<file path="src/rtl/init_sequencer_pkg.sv">
// rtl/init_sequencer_pkg.sv - shared states, defaults and fixed slot schedule for init_sequencer
package init_sequencer_pkg;

    typedef enum logic [1:0] {
        ST_IDLE = 2'd0,
        ST_RUN  = 2'd1,
        ST_DONE = 2'd2
    } state_t;

    localparam int DEF_DATA_W    = 3;
    localparam int DEF_NUM_SLOTS = 5;
    localparam int DEF_CNT_W     = 6;
    localparam int LAST_OFFSET   = 50;

    localparam int SLOT2_OFFSET = 10;
    localparam int SLOT3_OFFSET = 20;
    localparam int SLOT4_OFFSET = LAST_OFFSET;

    localparam logic [DEF_DATA_W-1:0] SLOT2_VALUE = 3'b001;
    localparam logic [DEF_DATA_W-1:0] SLOT3_VALUE = 3'b100;
    localparam logic [DEF_DATA_W-1:0] SLOT4_VALUE = 3'b101;

    // Offset 0 marks a slot that captures an operand at launch.
    function automatic int slot_offset(input int idx);
        case (idx)
            2:       return SLOT2_OFFSET;
            3:       return SLOT3_OFFSET;
            4:       return SLOT4_OFFSET;
            default: return 0;
        endcase
    endfunction

    function automatic logic [DEF_DATA_W-1:0] slot_const(input int idx);
        case (idx)
            2:       return SLOT2_VALUE;
            3:       return SLOT3_VALUE;
            4:       return SLOT4_VALUE;
            default: return '0;
        endcase
    endfunction

endpackage

</file>
<file path="src/rtl/seq_cycle_counter.sv">
// rtl/seq_cycle_counter.sv - loadable up-counter with clear, enable and terminal-count match
module seq_cycle_counter #(
    parameter int CNT_W    = 6,
    parameter int TERMINAL = 50
) (
    input  logic             clk,
    input  logic             reset,
    input  logic             clear,
    input  logic             load,
    input  logic [CNT_W-1:0] load_value,
    input  logic             enable,
    output logic [CNT_W-1:0] count,
    output logic             terminal
);

    always_ff @(posedge clk) begin
        if (reset || clear) begin
            count <= '0;
        end else if (load) begin
            count <= load_value;
        end else if (enable) begin
            count <= count + 1'b1;
        end
    end

    assign terminal = (count == CNT_W'(TERMINAL));

endmodule

</file>
<file path="src/rtl/init_sequencer.sv">
// rtl/init_sequencer.sv - cycle-offset scheduler loading five slot registers; INIT_SEQ_RESTART_EN allows restart outside IDLE
module init_sequencer
    import init_sequencer_pkg::*;
#(
    parameter int DATA_W    = DEF_DATA_W,
    parameter int NUM_SLOTS = DEF_NUM_SLOTS,
    parameter int CNT_W     = DEF_CNT_W
) (
    input  logic                 clk,
    input  logic                 reset,
    input  logic                 start,
    input  logic                 abort,
    input  logic [DATA_W-1:0]    in1,
    input  logic [DATA_W-1:0]    in2,
    output logic [DATA_W-1:0]    out1,
    output logic [DATA_W-1:0]    out2,
    output logic [DATA_W-1:0]    out3,
    output logic [DATA_W-1:0]    out4,
    output logic [DATA_W-1:0]    out5,
    output logic [NUM_SLOTS-1:0] loaded,
    output logic                 busy,
    output logic                 done
);

    state_t                 state;
    state_t                 state_next;
    logic [DATA_W-1:0]      slot_q   [NUM_SLOTS];
    logic [DATA_W-1:0]      slot_src [NUM_SLOTS];
    logic [NUM_SLOTS-1:0]   slot_en;
    logic [NUM_SLOTS-1:0]   loaded_next;
    logic                   launch;
    logic                   cnt_clear;
    logic                   cnt_load;
    logic                   cnt_en;
    logic                   cnt_last;
    logic [CNT_W-1:0]       count;

`ifdef INIT_SEQ_RESTART_EN
    assign launch = start;
`else
    assign launch = start && (state == ST_IDLE);
`endif

    seq_cycle_counter #(
        .CNT_W    (CNT_W),
        .TERMINAL (LAST_OFFSET)
    ) u_counter (
        .clk        (clk),
        .reset      (reset),
        .clear      (cnt_clear),
        .load       (cnt_load),
        .load_value (CNT_W'(1)),
        .enable     (cnt_en),
        .count      (count),
        .terminal   (cnt_last)
    );

    always_comb begin
        for (int i = 0; i < NUM_SLOTS; i++) begin
            if (i == 0)      slot_src[i] = in1;
            else if (i == 1) slot_src[i] = in2;
            else             slot_src[i] = DATA_W'(slot_const(i));
        end
    end

    // Launch takes priority over abort and over any scheduled load on the same edge.
    always_comb begin
        state_next  = state;
        slot_en     = '0;
        loaded_next = loaded;
        cnt_clear   = 1'b0;
        cnt_load    = 1'b0;
        cnt_en      = 1'b0;
        if (launch) begin
            state_next = ST_RUN;
            cnt_load   = 1'b1;
            for (int i = 0; i < NUM_SLOTS; i++) begin
                slot_en[i] = (slot_offset(i) == 0);
            end
            loaded_next = slot_en;
        end else begin
            case (state)
                ST_RUN: begin
                    if (abort) begin
                        state_next = ST_IDLE;
                        cnt_clear  = 1'b1;
                    end else begin
                        cnt_en = 1'b1;
                        for (int i = 0; i < NUM_SLOTS; i++) begin
                            slot_en[i] = (slot_offset(i) != 0) &&
                                         (count == CNT_W'(slot_offset(i)));
                        end
                        loaded_next = loaded | slot_en;
                        if (cnt_last) begin
                            state_next = ST_DONE;
                            cnt_clear  = 1'b1;
                        end
                    end
                end
                ST_DONE: state_next = ST_IDLE;
                default: ;
            endcase
        end
    end

    always_ff @(posedge clk) begin
        if (reset) begin
            state  <= ST_IDLE;
            loaded <= '0;
            for (int i = 0; i < NUM_SLOTS; i++) begin
                slot_q[i] <= '0;
            end
        end else begin
            state  <= state_next;
            loaded <= loaded_next;
            for (int i = 0; i < NUM_SLOTS; i++) begin
                if (slot_en[i]) slot_q[i] <= slot_src[i];
            end
        end
    end

    assign out1 = slot_q[0];
    assign out2 = slot_q[1];
    assign out3 = slot_q[2];
    assign out4 = slot_q[3];
    assign out5 = slot_q[4];
    assign busy = (state == ST_RUN);
    assign done = (state == ST_DONE);

endmodule

</file>
<file path="config.mk">
export PLATFORM = sky130hd
export DESIGN_NAME = init_sequencer
export DESIGN_NICKNAME = d
export VERILOG_FILES = /design/src/rtl/init_sequencer_pkg.sv /design/src/rtl/seq_cycle_counter.sv /design/src/rtl/init_sequencer.sv
export SDC_FILE = /design/constraint.sdc
export NUM_CORES = 1
export LEC_CHECK = 0
export CELL_PAD_IN_SITES_DETAIL_PLACEMENT = 0
export CELL_PAD_IN_SITES_GLOBAL_PLACEMENT = 2
export CORE_MARGIN = 1.5
export CORE_UTILIZATION = 28
export CTS_BUF_LIST = sky130_fd_sc_hd__clkbuf_8 sky130_fd_sc_hd__clkbuf_16
export DETAILED_ROUTE_END_ITERATION = 10
export PLACE_DENSITY_LB_ADDON = 0.1
export SETUP_SLACK_MARGIN = 0.5
export SLEW_MARGIN = 10
export SYNTH_ARGS = -nofsm -noshare
export SYNTH_HDL_FRONTEND = slang
export SYNTH_SLANG_ARGS = --single-unit
</file>
<file path="constraint.sdc">
create_clock -name clk -period 2.1 [get_ports clk]
set_input_delay 0.315 -clock clk [delete_from_list [all_inputs] [get_ports clk]]
set_output_delay 0.315 -clock clk [all_outputs]
set_load 0.005 [all_outputs]
</file>
==> impl_results.md, run 1 <==
- Status: finished, final reports clean
- CP max FO: 5
- Layout cell share with drive strength beyond 1: 25.2%
- Most instantiated cells after synthesis: dfxtp_1 (12), nor2_1 (11), edfxtp_1 (9)
- Initial antenna violation count: 0
- DIE WIDTH: between 60 and 70 microns
- Leak: ~0.54 nW
- Final ANT Viol Nets: 0
- Min-delay worst type: reg2reg
- EDFF count, synth: 9
- Residual DRC: 0
- Pin count of the biggest net entering global routing: 14
- PwrDens: ~620 nW/um^2
- Minimum clock period: between 1500 and 2000 ps
- Count leader, synth: dfxtp_1
- Crit end category: register
- Root buf cell: clkbuf_8
- CTS clock-pin slew for the worst setup and hold paths: ~80 ps
- Ys Warns: 0
- Post-synth top flop: dfxtp_1
- Critical Path RT: between 2000 and 2500 ps
- Mapped Area: 1090 sq um
- Top cells by area, synth: edfxtp_1 (25%), dfxtp_1 (22%), ha_1 (6.9%), buf_4 (4.8%), nor3b_1 (4.1%)
- Hold path depth: 2
- Via count: 832
- Area of the core: 3690 sq um
- CP Launch Type: register
- Num Clock Sinks: 21
- Via-to-Cell Ratio: around 4.5
- Post-Syn Instances: 107
- CTS tree: built
- Initial Utilization: approximately 29%
- Fin crit share: between 70% and 80%
- Clk buf depth: 2
- Routed wire length: between 2000 and 2500 microns
- CTS Buf Count: 3
- Nets@finish: 152
- Vias in the first global route: 747
- Synthesized flop and latch total: 21
- VDD IR max: between 0.3 and 0.4 mV
- Clk_lat worst skew: approximately 270 ps
- RSZ-0062 raised after global routing: yes
- Die Height: ~65 microns
- Num ports: 32
- Area leader, netlist: edfxtp_1
- H-tree levels: 1
- Die ar.: around 4300 sq um
- Avg Cell Area, Syn: roughly 10 sq um
- First-pass iteration count of the detailed router: 4
- Syn-to-layout area delta: 37.6%
- Crit path arrival time: approximately 1800 ps
- Hold Vio Cnt, Final: 0
- Core Rows: 22
- F_max: ~630 MHz
- Worst r2r path cells: 5
- Remaining Overflow, GRT: 0
- First-pass GRT wire length: around 3600 microns
- GRT Total Usage: 11.4%
- Number of fillers in the final layout: between 300 and 400
- Post-synth cell types: 35
- WL per Instance: ~12 microns
- Detailed placer's ending HPWL: approximately 1700 microns
- Synth top area share: ~25%
- # hold bufs at CTS: 0
- # port buffers: 26
- Hold_ws: 487 ps
- Worst Clk Skew: ~1.1 ps
- RePlAce Congestion: ~0.7
- Starting DRT DRC Count: 46
- Setup Viol. Count Final: 0
- Ys async rst share: 0%
- Max Cap Viol: 0
- Fin. max-slew vios: 0
- Register area share after synthesis: a little under half
- Setup CP Type: reg2reg
- Setup TNS: 0 ps
- Diodes inserted: 0
[cell type report]
type | instances | area, sq um | share of cell area [%]
inverter | 6 | 22.5 | 1.51
sequential | 21 | 518 | 34.7
tap | 48 | 60.1 | 4.02
timing repair buffer | 31 | 295 | 19.8
clock buffer | 3 | 41.3 | 2.76
multi-input combinational | 73 | 549 | 36.8
clock inverter | 1 | 7.51 | 0.503
[per-layer routing]
| layer | GRT usage (%) | part of all wire (%) | up-vias |
|---|---|---|---|
| met5 | 0 | 0 | - |
| met4 | 3.13 | 0.83 | 0 |
| met3 | 4.62 | 5.4 | 2 |
| met2 | 18.0 | 48 | 21 |
| met1 | 14.5 | 46 | 391 |
| li1 | - | - | 418 |
[path summary, 6_finish.rpt]
| kind | slack [ps] | endpoint | from |
|---|---|---|---|
| setup / recovery | 520 | state[1]$_SDFFE_PP0P_ | u_counter.count[1]$_SDFFE_PP0P_ |
| hold / removal | 490 | loaded[2]$_SDFFE_PP0P_ | loaded[2]$_SDFFE_PP0P_ |
| setup reg to reg | 520 | state[1]$_SDFFE_PP0P_ | u_counter.count[1]$_SDFFE_PP0P_ |
| hold reg to reg | 490 | loaded[2]$_SDFFE_PP0P_ | loaded[2]$_SDFFE_PP0P_ |
[timing repair]
action | 4_1_cts | 5_1_grt
pin swaps | 0 | 5
buffers inserted | 1 | 3
resized for setup | 10 | 15
setup endpoints to repair | 16 | 23
[registers in the layout, summed over array words and instances, names as in the netlist]
signal           flops
loaded               4
slot_q               9
state                2
u_counter.count      6
[report_power, final]
| group | switching [mW] | internal, mW |
|---|---|---|
| logic | 0.0830 | 0.0936 |
| registers | 0.0113 | 0.450 |
| clock network | 0.147 | 0.134 |
[logic make-up (layout without fill, tap and decap cells)]
| family | after synthesis | in the layout | synth area share (%) |
|---|---|---|---|
| compound gates | 21 | 21 | 12.3 |
| xor+xnor | 4 | 4 | 3.23 |
| fa+ha+maj | 6 | 6 | 6.91 |
| buf+inv | 17 | 41 | 9.68 |
| flops | 21 | 21 | 47.0 |
| other cells | 1 | 5 | 0.345 |
| simple gates | 37 | 37 | 20.5 |
[worst max-delay path: stages (launching register included)]
cell	delay [ps]
dfxtp_2	390
ha_4	150
and4bb_4	280
a21oi_4	70
or4_1	490
a21oi_2	130
[per-stage QoR]
stage | setup slack (ps) | power (mW) | utilization, % | cells | cell area, sq um
floorplan | 545 | 0.552 | - | 111 | 1100
global placement | 290 | 0.625 | 36.5 | 175 | 1350
detailed placement | 288 | 0.625 | 36.5 | 175 | 1350
CTS | 480 | 0.915 | 38.6 | 180 | 1420
global route | 477 | 0.966 | 40.5 | 183 | 1490
finish | 519 | 0.919 | 40.5 | 183 | 1490
[placed cells by master (no fill, tap or decap), types with 3 or more instances in the layout]
master	Yosys	routed
nand3_1	3	3
conb_1	1	5
nor2_1	11	11
clkdlybuf4s50_1	0	24
ha_1	6	4
nor3b_1	6	5
inv_1	6	4
dfxtp_2	0	3
clkbuf_8	0	3
o21ai_0	4	4
buf_4	7	5
a21oi_1	8	7
dfxtp_1	12	8
edfxtp_1	9	9
Power figures use the tool's default switching activity.
==> run 2: changes to the inputs <==
--- a/config.mk
+++ b/config.mk
@@ -8,7 +8,7 @@
 export CELL_PAD_IN_SITES_DETAIL_PLACEMENT = 0
 export CELL_PAD_IN_SITES_GLOBAL_PLACEMENT = 2
 export CORE_MARGIN = 1.5
-export CORE_UTILIZATION = 28
+export CORE_UTILIZATION = 25
 export CTS_BUF_LIST = sky130_fd_sc_hd__clkbuf_8 sky130_fd_sc_hd__clkbuf_16
 export DETAILED_ROUTE_END_ITERATION = 10
 export PLACE_DENSITY_LB_ADDON = 0.1
==> constraint.sdc (replaced) <==
create_clock -name clk -period 1.4 [get_ports clk]
set_input_delay 0.21 -clock clk [delete_from_list [all_inputs] [get_ports clk]]
set_output_delay 0.21 -clock clk [all_outputs]
set_load 0.005 [all_outputs]
==> impl_results.md, run 2 (synthesized netlist as in run 1, its figures left out) <==
- Status: complete, but fails checks (was finished, final reports clean)
- Failing checks: negative setup slack
- WP buf/inv: 0 (unchanged)
- Via count: 955 (was 832)
- Most used cell, CP: a21oi_2
- Final ANT Viol Nets: 0 (unchanged)
- Setup CP Type: reg2reg (unchanged)
- Area of the core: 4090 sq um (was 3690 sq um)
- Clk_lat worst skew: 260 ps (was 270 ps)
- Most frequent cells in the layout: buf_4 (24), buf_2 (13), buf_6 (11), clkdlybuf4s50_1 (9), edfxtp_1 (9) (was clkdlybuf4s50_1 (24), nor2_1 (11), edfxtp_1 (9), dfxtp_1 (8), a21oi_1 (7))
- Nets@finish: 181 (was 152)
- Final Worst Setup Slack: -120 ps (was 519 ps)
- Largest stage delay on the critical path: 420 ps (was 490 ps)
- Max Cap Viol: 0 (unchanged)
- Worst Clk Skew: 6.35 ps (was 1.08 ps)
- RePlAce Congestion: 0.794 (was 0.707)
- Initial antenna violation count: 0 (unchanged)
- Number of fillers in the final layout: 402 (was 389)
- Max FFs per register: 9 (unchanged)
- Remaining Overflow, GRT: 0 (unchanged)
- Root buf cell: clkbuf_8 (unchanged)
- Diodes inserted: 0 (unchanged)
- Clk buf depth: 2 (unchanged)
- CP max FO: 7 (was 5)
- CP Cell Sequence: ha_4 -> or2b_4 -> a21oi_2 -> or4_4 -> a21oi_2 (was ha_4 -> and4bb_4 -> a21oi_4 -> or4_1 -> a21oi_2)
- Pin count of the biggest net entering global routing: 12 (was 14)
- RSZ-0062 raised after global routing: yes (unchanged)
- Layout cell share with drive strength beyond 1: 62.2% (was 25.2%)
- Die Height: 68.9 microns (was 65.3 microns)
- PwrDens: 800 nW/um^2 (was 615 nW/um^2)
- Crit-path slowest cell: or4_4 (was or4_1)
- CTS Buf Count: 3 (unchanged)
- Most common cell after layout, fill and taps aside: buf_4 (was clkdlybuf4s50_1)
- # hold bufs at CTS: 0 (unchanged)
- CP Launch Type: register (unchanged)
- Minimum clock period: 1520 ps (was 1580 ps)
- Num Clock Sinks: 21 (unchanged)
- Core Rows: 23 (was 22)
- Starting DRT DRC Count: 25 (was 46)
- Setup Viol. Count Final: 16 (was 0)
- VDD IR max: 0.376 mV (was 0.340 mV)
- Hold Vio Cnt, Final: 0 (unchanged)
- DP Worst Slack: -323 ps (was 288 ps)
- Vias in the first global route: 943 (was 747)
- Detailed placer's ending HPWL: 1960 microns (was 1680 microns)
- Initial Utilization: 26.6% (was 29.4%)
- Biggest regs: slot_q (9), u_counter.count (6), loaded (4) (unchanged)
- Min-delay worst type: reg2reg (unchanged)
- F_max: 658 MHz (was 632 MHz)
- Fin crit share: 109% (was 75.3%)
- Crit path arrival time: 1710 ps (was 1790 ps)
- H-tree levels: 1 (unchanged)
- Leak: 0.769 nW (was 0.541 nW)
- Reg2Reg Setup Slack: -120 ps (was 520 ps)
- First-pass iteration count of the detailed router: 4 (unchanged)
- CTS clock-pin slew for the worst setup and hold paths: 80 ps (about the same)
- Syn-to-layout area delta: 72.6% (was 37.6%)
- Placed cell area: 1600 sq um (was 1350 sq um)
- # port buffers: 26 (unchanged)
- Crit end category: register (unchanged)
- Critical Path RT: 1590 ps (was 2310 ps)
- DIE WIDTH: 68.9 microns (was 65.3 microns)
- CP top delay family: simple AND/OR/NAND/NOR gates (unchanged)
- Die ar.: 4750 sq um (was 4260 sq um)
- WL per Instance: 12.7 microns (was 12.5 microns)
- Via-to-Cell Ratio: 4.46 (was 4.55)
- Residual DRC: 0 (unchanged)
- Routed wire length: 2720 microns (was 2280 microns)
- Largest register by flop count: slot_q (unchanged)
- First-pass GRT wire length: 4380 microns (was 3620 microns)
- Finished Cell Area: 1870 sq um (was 1490 sq um)
- Fin. max-slew vios: 0 (unchanged)
- Num ports: 32 (unchanged)
- GRT Total Usage: 12.7% (was 11.4%)
- CTS tree: built (unchanged)
run 2: worst paths after layout:
check,start,endpoint,cells after the start
hold / removal,loaded[2]$_SDFFE_PP0P_,loaded[2]$_SDFFE_PP0P_,2
setup reg to reg,state[0]$_SDFFE_PP0P_,state[1]$_SDFFE_PP0P_,5
setup / recovery,state[0]$_SDFFE_PP0P_,state[1]$_SDFFE_PP0P_,5
hold reg to reg,loaded[2]$_SDFFE_PP0P_,loaded[2]$_SDFFE_PP0P_,2
run 2: worst reg2reg max path: cells and delay by family (launching register included):
family | cells | cell delay (ps)
and+or+nand+nor | 2 | 710
AOI/OAI and AO/OA | 2 | 200
DFF | 1 | 380
adders and majority gates | 1 | 170
run 2: what timing repair did:
| action | in CTS | in global routing |
|---|---|---|
| pin swaps | 11 | 7 |
| gates cloned | 1 | 0 |
| gates resized for setup | 101 | 15 |
| buffers inserted | 7 | 3 |
| endpoints found under the setup margin | 47 | 47 |
run 2: through the flow:
stage	TNS (ps)	power [mW]	util, %	instances	hold slack [ps]
after detailed placement	-4770	1.03	39.3	199	463
after CTS	-1300	1.48	43.8	211	468
final	-1310	1.50	45.9	214	477
after global placement	-4620	1.03	39.3	199	450
after global routing	-2120	1.58	45.9	214	502
after floorplan	-598	0.854	-	111	382
run 2: routing by layer:
metal	vias up	wire length [microns]	GRT usage, %
met2	17	1350	22.4
met3	2	121	2.60
met4	0	21	4.41
met5	-	0	0
li1	473	-	-
met1	463	1230	15.4
run 2: report_power, final:
group,internal [mW],switching [mW]
sequential,0.675,0.0167
clock,0.195,0.200
combinational,0.228,0.184
total,1.10,0.400
run 2: area by class of cell:
cell class	count	area, sq um	area share (%)
multi-input cells	73	707	37.7
flip-flops and latches	21	523	27.9
repair buffers	60	512	27.3
well taps	50	62.6	3.34
clock buffers	3	41.3	2.20
inverters	6	25.0	1.34
clock inverters	1	3.75	0.200
